===== config.mk =====
export PLATFORM = sky130hd
export DESIGN_NAME = fetch_mem_arbiter
export DESIGN_NICKNAME = d
export VERILOG_FILES = /design/src/rtl/fetch_mem_arbiter.sv
export SDC_FILE = /design/constraint.sdc
export NUM_CORES = 1
export LEC_CHECK = 0
export BUFFER_PORTS_ARGS = -buffer_cell sky130_fd_sc_hd__buf_4
export CORE_AREA = 2 2 218 220
export CTS_CLUSTER_SIZE = 40
export DETAILED_ROUTE_END_ITERATION = 8
export DIE_AREA = 0 0 220 222
export GPL_TIMING_DRIVEN = 1
export PLACE_DENSITY_LB_ADDON = 0.1
export SLEW_MARGIN = 20
export SYNTH_ARGS = -nofsm -noshare
export SYNTH_HDL_FRONTEND = slang
export SYNTH_SLANG_ARGS = --single-unit

===== constraint.sdc =====
create_clock -name clk -period 5.4 [get_ports clk]
set_input_delay 0.54 -clock clk [delete_from_list [all_inputs] [get_ports clk]]
set_output_delay 0.54 -clock clk [all_outputs]
set_load 0.05 [all_outputs]

===== src/rtl/fetch_mem_arbiter.sv =====
// fetch_mem_arbiter: shares one fixed-latency unified memory between instruction fetch and data access.
// Define ARB_PERF_CNT_EN to build the IF-stall and conflict performance counters.
module fetch_mem_arbiter #(
  parameter int MEM_LAT = 2,
  parameter int STARVE_MAX = 4,
  parameter int IM_BASE = 2048,
  parameter int IM_LIMIT = 6144,
  parameter int DM_BASE = 6144,
  parameter int DM_LIMIT = 16384
) (
  input  logic        clk,
  input  logic        reset,
  input  logic        if_req,
  input  logic [63:0] if_addr,
  output logic        if_gnt,
  output logic        if_rvalid,
  output logic [31:0] if_rdata,
  output logic        if_trap,
  output logic        if_stall,
  input  logic        dm_req,
  input  logic        dm_we,
  input  logic [63:0] dm_addr,
  input  logic [63:0] dm_wdata,
  output logic        dm_gnt,
  output logic        dm_rvalid,
  output logic [63:0] dm_rdata,
  output logic        dm_trap,
  output logic        mem_en,
  output logic        mem_we,
  output logic [63:0] mem_addr,
  output logic [63:0] mem_wdata,
  input  logic [63:0] mem_rdata,
  output logic [31:0] perf_if_stall_cycles,
  output logic [31:0] perf_conflicts
);
  typedef enum logic [1:0] {IDLE, ISSUE, WAIT, RESP} state_t;
  localparam int CW = $clog2(MEM_LAT + 1);
  localparam int SW = $clog2(STARVE_MAX + 1);
  state_t state, state_n;
  logic [CW-1:0] cnt;
  logic [SW-1:0] starve;
  logic owner, we, bad, hi, pick_if, ok, arb, st;
  logic [63:0] sel_addr;
  assign if_stall = if_req & ~if_rvalid;
  assign arb = state == IDLE && (if_req || dm_req);
  assign pick_if = if_req & (~dm_req | starve == SW'(STARVE_MAX));
  assign sel_addr = pick_if ? if_addr : dm_addr;
  assign st = ~pick_if & dm_we;
  assign ok = pick_if
    ? (sel_addr >= 64'(IM_BASE) && sel_addr < 64'(IM_LIMIT) && sel_addr[1:0] == 2'b0)
    : (sel_addr >= 64'(DM_BASE) && sel_addr < 64'(DM_LIMIT) && sel_addr[2:0] == 3'b0);
  always_ff @(posedge clk) state <= reset ? IDLE : state_n;
  always_comb begin
    state_n = state;
    state_n = state == IDLE  ? (arb ? ISSUE : IDLE)
            : state == ISSUE ? (bad ? RESP : WAIT)
            : state == WAIT  ? (cnt == CW'(1) ? RESP : WAIT)
            : IDLE;
  end
  always_ff @(posedge clk) begin
    if (reset) begin
      {if_gnt, dm_gnt, if_rvalid, dm_rvalid, if_trap, dm_trap, mem_en, mem_we} <= '0;
      {owner, we, bad, hi} <= '0;
      mem_addr <= '0;
      mem_wdata <= '0;
      if_rdata <= '0;
      dm_rdata <= '0;
      cnt <= '0;
      starve <= '0;
    end else begin
      {if_gnt, dm_gnt, if_rvalid, dm_rvalid, if_trap, dm_trap, mem_en, mem_we} <= '0;
      mem_addr <= '0;
      mem_wdata <= '0;
      if (arb) begin
        owner <= ~pick_if;
        we <= st;
        bad <= ~ok;
        hi <= sel_addr[2];
        if_gnt <= pick_if;
        dm_gnt <= ~pick_if;
        mem_en <= ok;
        mem_we <= ok & st;
        mem_addr <= ok ? sel_addr : '0;
        mem_wdata <= ok & st ? dm_wdata : '0;
        // starvation only accrues while a fetch is actually waiting behind data
        starve <= (pick_if | ~if_req) ? '0 : starve == SW'(STARVE_MAX) ? starve : starve + 1'b1;
      end
      if (state == ISSUE) cnt <= CW'(MEM_LAT);
      if (state == WAIT) cnt <= cnt - 1'b1;
      if (state_n == RESP) begin
        if_rvalid <= ~owner;
        dm_rvalid <= owner;
        if_trap <= ~owner & bad;
        dm_trap <= owner & bad;
        if (~owner) if_rdata <= bad ? '0 : hi ? mem_rdata[63:32] : mem_rdata[31:0];
        else if (~bad & ~we) dm_rdata <= mem_rdata;
      end
    end
  end
`ifdef ARB_PERF_CNT_EN
  always_ff @(posedge clk) begin
    if (reset) begin
      perf_if_stall_cycles <= '0;
      perf_conflicts <= '0;
    end else begin
      perf_if_stall_cycles <= perf_if_stall_cycles + {31'b0, if_stall};
      perf_conflicts <= perf_conflicts + {31'b0, state == IDLE && if_req && dm_req};
    end
  end
`else
  assign perf_if_stall_cycles = '0;
  assign perf_conflicts = '0;
`endif
endmodule


==> impl_metrics.csv <==
group,metric,value,unit
yosys,synth_cells,921,
place,place.gp.congestion,0.8858,
setup_path,crit_arrival,3510,ps
setup_path,endpoint_kind,"register",
drt,drt_iter0_markers,291,
clock_tree,clk_latency,560,ps
setup_path,path_delay_family,"compound AO/OA/AOI/OAI gates",
grt,antenna_found_initial,1,
final_layout,final_common_cell,"buf_4",
clock_tree,cts_sinks,243,
die,ios,558,
place,dpl.cell_count,2030,
clock_tree,ctsHoldBuffers,0,
grt,grt_pass1_wl,50110,um
final_layout,stdcell_count,2087,
clock_tree,clockBufferDepth,3,
clock_tree,htreeDepth,1,
grt,grt_use_total,0.1342,
clock_tree,ctsResizeCount,0,
timing,tns,0,ps
grt,gr-total-overflow,0,
status,outcome,"finished clean",
timing,hold_viol,0,
timing,tightest_slew,959.0,ps
drt,wirelength,34990,um
timing,period_share,0.5624,
yosys,yosysWarningCount,0,
clock_tree,postCtsSetupBuffers,0,
die,die_area,48840,um2
setup_path,critical_path_buf_inv_count,1,
hold_path,holdPathStages,2,
setup_path,crit_path_max_incr_delay,890,ps
timing,rsz0062_at_grt,"no",
setup_path,crit_chain,"nand2_1, a21oi_1, o2111a_2, buf_4, nand2_1, a21oi_1",
setup_path,critPathLaunchType,"register",
die,die_y,222,um
drt,dr_total_vias,8050,
drt,drcViolationCount,0,
final_layout,fillerInstances,4954,
timing,slew_headroom,0.3606,
place,post-place-ws,2295,ps
timing,setup_viol,0,
drt,drt-vias-per-instance,3.857,
yosys,netlist_area,8721,um2
final_layout,nNetsFinal,1723,
clock_tree,root_buffer,"clkbuf_16",
final_layout,area_growth,62.19,%
place,hpwl,26400,um
die,rows,79,
timing,slew_viol_final,0,
clock_tree,cts_tree,"built",
timing,clock_skew,8.955,ps
drt,firstDrtPassIters,5,
pwr,p_leak,6.317,nW
yosys,yosysUniqueCellTypes,38,
setup_path,worst-path-stages,6,
grt,grt_pass1_vias,7961,
clock_tree,cts_buffers,31,
place,portBuffers,493,
grt,grt_max_degree,67,
yosys,synth_seq_area_share,0.5578,
drt,ant_nets,0,
timing,fin_crit,3037,ps
timing,layout_setup_ws,2363,ps
die,coreArea,46260,um2
yosys,avgSynthCellArea,9.469,um2
clock_tree,path_clk_slew,60,ps
final_layout,drive_gt1_frac,0.3804,
setup_path,cp.required,5870,ps
setup_path,worst_r2r_path_depth,6,
pwr,power,5.136,mW
timing,fmax,329.3,MHz
final_layout,final_cell_mix,"buf_4 (501), dfxtp_1 (241), nand2_1 (139)",
run,cap_violations,0,
setup_path,worst_path_max_delay_cell,"o2111a_2",
drt,drt-wirelength-per-cell,16.76,um
final_layout,diodes,0,
setup_path,critPathKind,"reg2reg",
setup_path,worstPathMaxFanout,44,
die,initial_core_util,0.1885,
pwr,ir_drop,0.2023,mV
yosys,synth-seq-cells,243,
die,die_w,220,um
hold_path,hold_path.class,"in2reg",
pwr,power_density,363.1,nW/um2
==> sequential cells by signal, summed over array words and instances (netlist names), 2 cells and up <==
name / cells
dm_rdata: 64
if_rdata: 32
state: 2
mem_addr: 64
mem_wdata: 64
starve: 3
cnt: 2
==> routing by layer <==
metal,share of wire,global-route usage,vias to the layer above
met5,0.00046,0,-
met4,0.022,0.03009,2
met3,0.11,0.05597,49
met2,0.46,0.2216,349
met1,0.41,0.1614,3668
li1,-,-,3982
==> kinds of logic (layout without fill, tap and decap cells) <==
kind of cell,count (synthesis),after routing,share of synthesized area
and+or+nand+nor,390,390,0.2132
DFF,243,243,0.5578
buffers and inverters,120,564,0.08422
AOI/OAI and AO/OA,94,94,0.05925
muxes,64,64,0.07346
adders and majority gates,6,6,0.008608
xor gates and xnor gates,3,3,0.003013
other,1,116,0.0004300
==> final timing paths <==
kind	start	end	slack [ps]
min reg2reg	we	we	450
min	dm_wdata[18]	mem_wdata[18]	180
max reg2reg	bad	dm_rdata[56]	2360
max	bad	dm_rdata[56]	2360
==> Yosys cell counts <==
library cell / count / area share
a21o_1: 2 / 0.0017
a311oi_1: 1 / 0.0010
o21a_1: 1 / 0.00086
nor4_2: 1 / 0.0014
xor2_1: 2 / 0.0020
xnor2_1: 1 / 0.0010
mux2i_1: 64 / 0.073
nand2_1: 139 / 0.060
and3b_1: 1 / 0.0010
o22ai_1: 1 / 0.00072
inv_1: 6 / 0.0026
dfxtp_1: 243 / 0.56
a21oi_1: 80 / 0.046
nand3b_1: 2 / 0.0017
nor3_1: 9 / 0.0052
buf_2: 11 / 0.0063
o211ai_1: 1 / 0.00086
nor2b_1: 3 / 0.0022
a221o_1: 1 / 0.0011
conb_1: 1 / 0.00043
nor3b_1: 1 / 0.00086
clkbuf_1: 30 / 0.013
ha_1: 6 / 0.0086
nand4_1: 12 / 0.0086
o2111a_1: 1 / 0.0013
nand3_1: 23 / 0.013
nand2b_1: 2 / 0.0014
o2111ai_2: 1 / 0.0017
buf_4: 72 / 0.062
o21ai_0: 1 / 0.00057
nor4_1: 49 / 0.035
buf_1: 1 / 0.00043
and2_1: 64 / 0.046
a22oi_1: 1 / 0.00086
nor2_1: 82 / 0.035
a21boi_1: 1 / 0.00086
and3_1: 2 / 0.0014
a211oi_1: 2 / 0.0017
==> power by group <==
part / internal (mW) / leakage [nW] / switching, mW
logic: 0.323 / 3.77 / 0.613
clock network: 1.45 / 0.562 / 0.822
registers: 1.87 / 1.98 / 0.0541
total: 3.65 / 6.32 / 1.49
==> layout make-up <==
cell class / instances / area, um2 / area share
multi-input combinational: 673 / 3593 / 0.2540
sequential: 243 / 4867 / 0.3441
timing repair buffer: 501 / 3761 / 0.2659
tap: 607 / 759.5 / 0.05369
clock inverter: 15 / 234.0 / 0.01654
clock buffer: 42 / 907.1 / 0.06413
inverter: 6 / 22.52 / 0.001592
==> metrics by stage <==
stage / instance area [um2] / utilization / hold slack, ps
5_1_grt: 14140 / 0.3058 / 144.6
3_5_place_dp: 13000 / 0.2809 / 447.6
2_1_floorplan: 9153 / - / 431.9
6_report: 14140 / 0.3058 / 182.6
3_3_place_gp: 13000 / 0.2809 / 443.1
4_1_cts: 14140 / 0.3056 / 135.5
No activity file was read; power rests on OpenSTA's default activity.
